==> config.mk <==
export PLATFORM = sky130hd
export DESIGN_NAME = stack_engine
export DESIGN_NICKNAME = d
export VERILOG_FILES = /design/src/rtl/stack_pkg.sv /design/src/rtl/stack_bounds_chk.sv /design/src/rtl/stack_engine.sv
export SDC_FILE = /design/constraint.sdc
export NUM_CORES = 1
export LEC_CHECK = 0
export BUFFER_PORTS_ARGS = -buffer_cell sky130_fd_sc_hd__buf_4
export CORE_AREA = 2 2 159 161
export CTS_BUF_LIST = sky130_fd_sc_hd__clkbuf_4
export DETAILED_ROUTE_END_ITERATION = 16
export DIE_AREA = 0 0 161 163
export GPL_ROUTABILITY_DRIVEN = 0
export GPL_TIMING_DRIVEN = 0
export PLACE_DENSITY_LB_ADDON = 0.25
export SLEW_MARGIN = 0
export SYNTH_ARGS = -nofsm -noshare
export SYNTH_HDL_FRONTEND = slang
export SYNTH_SLANG_ARGS = --single-unit
==> constraint.sdc <==
create_clock -name clk -period 3.5 [get_ports clk]
set_input_delay 1.05 -clock clk [delete_from_list [all_inputs] [get_ports clk]]
set_output_delay 1.05 -clock clk [all_outputs]
set_load 0.03 [all_outputs]
==> src/rtl/stack_pkg.sv <==
// stack_pkg: shared encodings and constants for the stack engine
package stack_pkg;
  typedef enum logic [1:0] {
    OP_PUSH = 2'b00,
    OP_POP  = 2'b01,
    OP_CALL = 2'b10,
    OP_RET  = 2'b11
  } op_t;
  typedef enum logic [1:0] {
    S_IDLE,
    S_CHECK,
    S_MEM,
    S_COMMIT
  } state_t;
  localparam logic [1:0] FC_NONE      = 2'b00;
  localparam logic [1:0] FC_OVERFLOW  = 2'b01;
  localparam logic [1:0] FC_UNDERFLOW = 2'b10;
  localparam logic [1:0] FC_MISALIGN  = 2'b11;
  localparam logic [31:0] WORD_BYTES = 32'd4;
  function automatic logic grows(input op_t op);
    return op == OP_PUSH || op == OP_CALL;
  endfunction
endpackage

==> src/rtl/stack_bounds_chk.sv <==
// stack_bounds_chk: combinational misalign/overflow/underflow decision for a stack op
module stack_bounds_chk
  import stack_pkg::*;
#(
  parameter logic [31:0] STACK_BASE  = 32'h0000_1000,
  parameter logic [31:0] STACK_LIMIT = 32'h0000_0800
) (
  input  logic [31:0] sp,
  input  op_t         op,
  output logic        fault,
  output logic [1:0]  code
);
  // misalignment dominates; otherwise the direction of the op picks which bound applies
  always_comb begin
    code  = sp[1:0] != 2'b00 ? FC_MISALIGN :
            grows(op) ? (sp - WORD_BYTES < STACK_LIMIT ? FC_OVERFLOW : FC_NONE) :
            (sp >= STACK_BASE ? FC_UNDERFLOW : FC_NONE);
    fault = code != FC_NONE;
  end
endmodule

==> src/rtl/stack_engine.sv <==
// stack_engine: sequences PUSH/POP/CALL/RET into one memory access and one SP/LR/PC commit
module stack_engine
  import stack_pkg::*;
#(
  parameter logic [31:0] STACK_BASE  = 32'h0000_1000,
  parameter logic [31:0] STACK_LIMIT = 32'h0000_0800
) (
  input  logic        clk,
  input  logic        reset,
  input  logic        cmd_valid,
  input  logic [1:0]  cmd_op,
  input  logic [31:0] cmd_data,
  output logic        cmd_ready,
  input  logic [31:0] sp_in,
  input  logic [31:0] lr_in,
  input  logic [31:0] pc_in,
  output logic        wr_sp,
  output logic        wr_lr,
  output logic        wr_pc,
  output logic [31:0] wr_sp_data,
  output logic [31:0] wr_lr_data,
  output logic [31:0] wr_pc_data,
  output logic        mem_req,
  output logic        mem_we,
  output logic [31:0] mem_addr,
  output logic [31:0] mem_wdata,
  input  logic [31:0] mem_rdata,
  input  logic        mem_ack,
  output logic        pop_valid,
  output logic [31:0] pop_data,
  output logic        fault,
  output logic [1:0]  fault_code
);
  state_t      state, state_nx;
  op_t         op_q;
  logic [31:0] data_q, sp_q, lr_q, pc_q, rd_q;
  logic        chk_fault, grow, link, commit;
  logic [1:0]  chk_code;
  stack_bounds_chk #(
    .STACK_BASE (STACK_BASE),
    .STACK_LIMIT(STACK_LIMIT)
  ) u_chk (
    .sp   (sp_q),
    .op   (op_q),
    .fault(chk_fault),
    .code (chk_code)
  );
  // state register; command operands are snapshotted on acceptance, read data on ack
  always_ff @(posedge clk) begin
    if (reset) begin
      state  <= S_IDLE;
      op_q   <= OP_PUSH;
      data_q <= '0;
      sp_q   <= '0;
      lr_q   <= '0;
      pc_q   <= '0;
      rd_q   <= '0;
    end else begin
      state <= state_nx;
      if (state == S_IDLE && cmd_valid) begin
        op_q   <= op_t'(cmd_op);
        data_q <= cmd_data;
        sp_q   <= sp_in;
        lr_q   <= lr_in;
        pc_q   <= pc_in;
      end
      if (state == S_MEM && mem_ack) rd_q <= mem_rdata;
    end
  end
  // next state and state-decoded outputs; data outputs are zero outside their strobe
  always_comb begin
    state_nx   = state == S_IDLE  ? (cmd_valid ? S_CHECK : S_IDLE) :
                 state == S_CHECK ? (chk_fault ? S_IDLE : S_MEM) :
                 state == S_MEM   ? (mem_ack ? S_COMMIT : S_MEM) : S_IDLE;
    grow       = grows(op_q);
    link       = op_q == OP_CALL || op_q == OP_RET;
    commit     = state == S_COMMIT;
    cmd_ready  = state == S_IDLE;
    fault      = state == S_CHECK && chk_fault;
    fault_code = fault ? chk_code : FC_NONE;
    mem_req    = state == S_MEM;
    mem_we     = mem_req && grow;
    mem_addr   = mem_req ? (grow ? sp_q - WORD_BYTES : sp_q) : '0;
    mem_wdata  = mem_we ? (op_q == OP_PUSH ? data_q : lr_q) : '0;
    wr_sp      = commit;
    wr_sp_data = commit ? (grow ? sp_q - WORD_BYTES : sp_q + WORD_BYTES) : '0;
    wr_lr      = commit && link;
    wr_lr_data = wr_lr ? (op_q == OP_CALL ? pc_q + WORD_BYTES : rd_q) : '0;
    wr_pc      = commit && link;
    wr_pc_data = wr_pc ? (op_q == OP_CALL ? data_q & ~32'd3 : lr_q) : '0;
    pop_valid  = commit && op_q == OP_POP;
    pop_data   = pop_valid ? rd_q : '0;
  end
endmodule

==> summary.txt <==
Status
  – Status: finished, violations left
  – Failing checks: negative setup slack

Finish
  – Layout area overhead: 49.3%
  – Nets: 2011
  – Fill count: 2329
  – Fin area: 0.0145 sq mm
  – Layout cell share with drive strength beyond 1: 0.348

Timing
  – Clock Skews: between 20 and 30 ps
  – Final Hold Viols: 0
  – Fin Hold WS: approximately 470 ps
  – Setup_tns: -24390 ps
  – Finish-stage setup viols: 58
  – Worst Max-Slew Pin Slew: approximately 800 ps
  – Final min period: ~4500 ps
  – Crit share post-route: 1.28
  – Final worst slack: -966 ps
  – RSZ-0062 raised after global routing: yes
  – Fmax: roughly 220 MHz
  – Max transition margin: 0.471
  – Final Max Slew Viols: 0

GRT
  – Grt met3 use: 0.0555
  – GRT Max-Usage Layer: met2
  – Initial antenna violation count: 1
  – Pin count of the biggest net entering global routing: 17
  – Grt met2 use: 0.468
  – M1 GR Usage: 0.349
  – GRT Overall Usage: 0.277
  – First-pass GRT wire length: approximately 57 mm
  – Total gr overflow: 0
  – Vias in the first global route: 10700

Setup path
  – Crit path required time: around 2500 ps
  – Reg2reg path depth: 7
  – Nature of the critical path startpoint: register
  – CP Max Fanout: 7
  – Crit path kind: reg2out
  – Crit path DAT: about 3400 ps
  – R2R setup slack: 920 ps
  – Reg2reg start: state[0]
  – CP Capture Type: output port
  – Reg2reg end: sp_q[0]

Die
  – Row count: 58
  – Ports: 368
  – Die height: 163 um
  – Die area: 0.0262 sq mm
  – Initial Util: 0.394
  – Die W: between 150 and 200 um
  – Core area: around 0.025 sq mm

Synth
  – Yosys warnings: 0
  – #FFs+latches synth: 164
  – Yosys cell types: 54
  – Sequential area share after synthesis: 0.338
  – Mean Syn Cell Area: about 7 sq um
  – Asr flop ratio synth: 0
  – EDFF count, synth: 0
  – Synth Instances: 1415
  – Mapped Nets: 1584
  – Most used DFF post-synth: dfxtp_1
  – Cell Area, Synth: around 0.0097 sq mm

Detailed routing
  – Antenna viol nets, final: 0
  – Vias per std cell: around 5.3
  – Total detailed-routing wirelength: approximately 39 mm
  – Avg WL per Cell: roughly 18 um
  – Vias: 11500
  – DRT Pass-1 Iters: 5
  – DR DRC count: 0
  – First DRT Iteration DRCs: roughly 800

CTS
  – Root Driver: clkbuf_4
  – Clock buffer count from CTS: 17
  – Clk pin slew, worst setup/hold paths: 150 ps
  – CTS tree: built
  – Later-pin clock latency in the skew report: 580 ps
  – Clock sink count: between 150 and 200
  – Clk buf depth: 2
  – CTS H-tree lvls: 4

Power
  – Pleak: 0.00596 uW
  – Total power: 4830 uW
  – Worst vdd ir: 0.000218 V
  – Pwr Density: 334 mW/mm^2

Place
  – Post-DP HPWL: around 29 mm
  – Dpl cell area: between 0.01 and 0.015 sq mm
  – Port bufs: 366

Job
  – Max Cap Viol: 0

Hold path
  – Hold path cells: 2
  – Hold Path Sink: rd_q[18]
  – Hold crit path type: reg2reg
  – HP Start: rd_q[18]
cell usage in the layout (no fill, tap or decap), types with 6 or more instances in the layout:
master	count
buf_4	405
nand2_1	349
a21oi_1	197
nor2_1	165
dfxtp_1	130
mux2i_1	66
clkbuf_1	65
xor2_1	39
and2_1	36
xnor2_1	35
buf_6	25
clkbuf_4	23
dfxtp_2	22
nand4_1	17
nand3_1	15
clkbuf_2	12
buf_2	12
inv_1	12
nor2_2	12
dfxtp_4	12
o21ai_0	11
nor3_4	9
nor4_1	9
and3_1	9
nor4_4	9
or3_4	8
xnor2_2	6
nand2_2	6
nor3_2	6
synthesized netlist by cell type, types with 3 or more instances:
cell type | number | area, sq um
a41oi_1 | 3 | 26.3
mux2i_1 | 66 | 661
o21ai_0 | 14 | 70.1
buf_1 | 14 | 52.6
dfxtp_1 | 164 | 3280
a31oi_1 | 5 | 31.3
nand4_1 | 17 | 106
and3_1 | 12 | 75.1
or3_1 | 13 | 81.3
and4_1 | 4 | 35.0
clkbuf_1 | 101 | 379
nand2_1 | 360 | 1350
a21oi_1 | 200 | 1000
nor2b_1 | 6 | 37.5
o21ai_1 | 3 | 15.0
and2_1 | 38 | 238
ha_1 | 3 | 37.5
nor2_1 | 182 | 683
inv_1 | 15 | 56.3
o32ai_1 | 3 | 26.3
nor4_1 | 20 | 125
xor2_1 | 41 | 359
nand3_1 | 19 | 95.1
o22ai_1 | 3 | 18.8
xnor2_1 | 41 | 359
nand2b_1 | 9 | 56.3
nor3_1 | 18 | 90.1
a221oi_1 | 4 | 35.0
report_power, final:
group / internal [uW] / total, uW / leakage, uW / switching (uW)
logic: 656 / 1530 / 0.00445 / 877
registers: 2000 / 2120 / 0.00136 / 129
clock network: 395 / 1180 / 0.000147 / 783
total: 3050 / 4830 / 0.00596 / 1790
layer usage:
| layer | routed length [um] | share of wire |
|---|---|---|
| met4 | 1470 | 0.038 |
| met5 | 0 | 0 |
| met3 | 2930 | 0.076 |
| met1 | 15700 | 0.41 |
| met2 | 18500 | 0.48 |
cells by family (layout without fill, tap and decap cells):
kind of cell	after synthesis	in the layout	share of synthesized area
AND/OR/NAND/NOR	712	712	0.320
flip-flops	164	164	0.338
buffers and inverters	138	578	0.0559
adder cells (fa/ha/maj)	3	3	0.00387
AO/OA/AOI/OAI	249	249	0.139
multiplexers	67	67	0.0692
other	0	3	0
XOR/XNOR	82	82	0.0740
through the flow:
step / worst slack [ps] / std cells / utilization
after floorplan: -271 / 1415 / -
after global placement: -802 / 2111 / 0.524
after detailed placement: -824 / 2111 / 0.524
after CTS: -990 / 2167 / 0.568
after global routing: -1100 / 2188 / 0.587
final: -966 / 2188 / 0.587
sequential cells by signal, summed over array words and instances, names as in the netlist:
| name | flops |
|---|---|
| lr_q | 32 |
| sp_q | 32 |
| rd_q | 32 |
| pc_q | 32 |
| data_q | 32 |
| state | 2 |
| op_q | 2 |
worst max-delay path, cell delays in order, from the launching register on:
cell	delay (ps)
dfxtp_4	380
or4_4	640
buf_4	180
buf_6	120
nor4_2	430
nand2_1	210
nor3_1	290
a31oi_1	100
xor2_1	180
nor2_2	120
buf_4	170
worst max path at each step:
stage / startpoint / endpoint / depth (start not counted)
global placement: sp_q[13] / fault_code[0] / 9
floorplan: sp_q[5] / fault / 9
global route: sp_q[10] / fault_code[0] / 9
detailed placement: sp_q[10] / fault_code[0] / 9
CTS: sp_q[5] / fault_code[0] / 8
finish: sp_q[6] / wr_sp_data[18] / 10
timing repair:
action	in CTS	in global routing
setup endpoints to repair	187	163
resized for setup	183	92
pin swaps	41	45
hold buffers	0	0
setup buffers	39	21
final cells by class:
class	count	area (sq um)	share of cell area
Sequential cell	164	3360	0.232
Inverter	17	75.1	0.00518
Timing Repair Buffer	423	3260	0.225
Tap cell	330	413	0.0285
Clock inverter	13	139	0.00958
Multi-Input combinational cell	1113	6570	0.453
Clock buffer	19	143	0.00984
Antenna cell	3	7.51	0.000518
Buffer	106	527	0.0363
(Power assumes the default switching activity.)
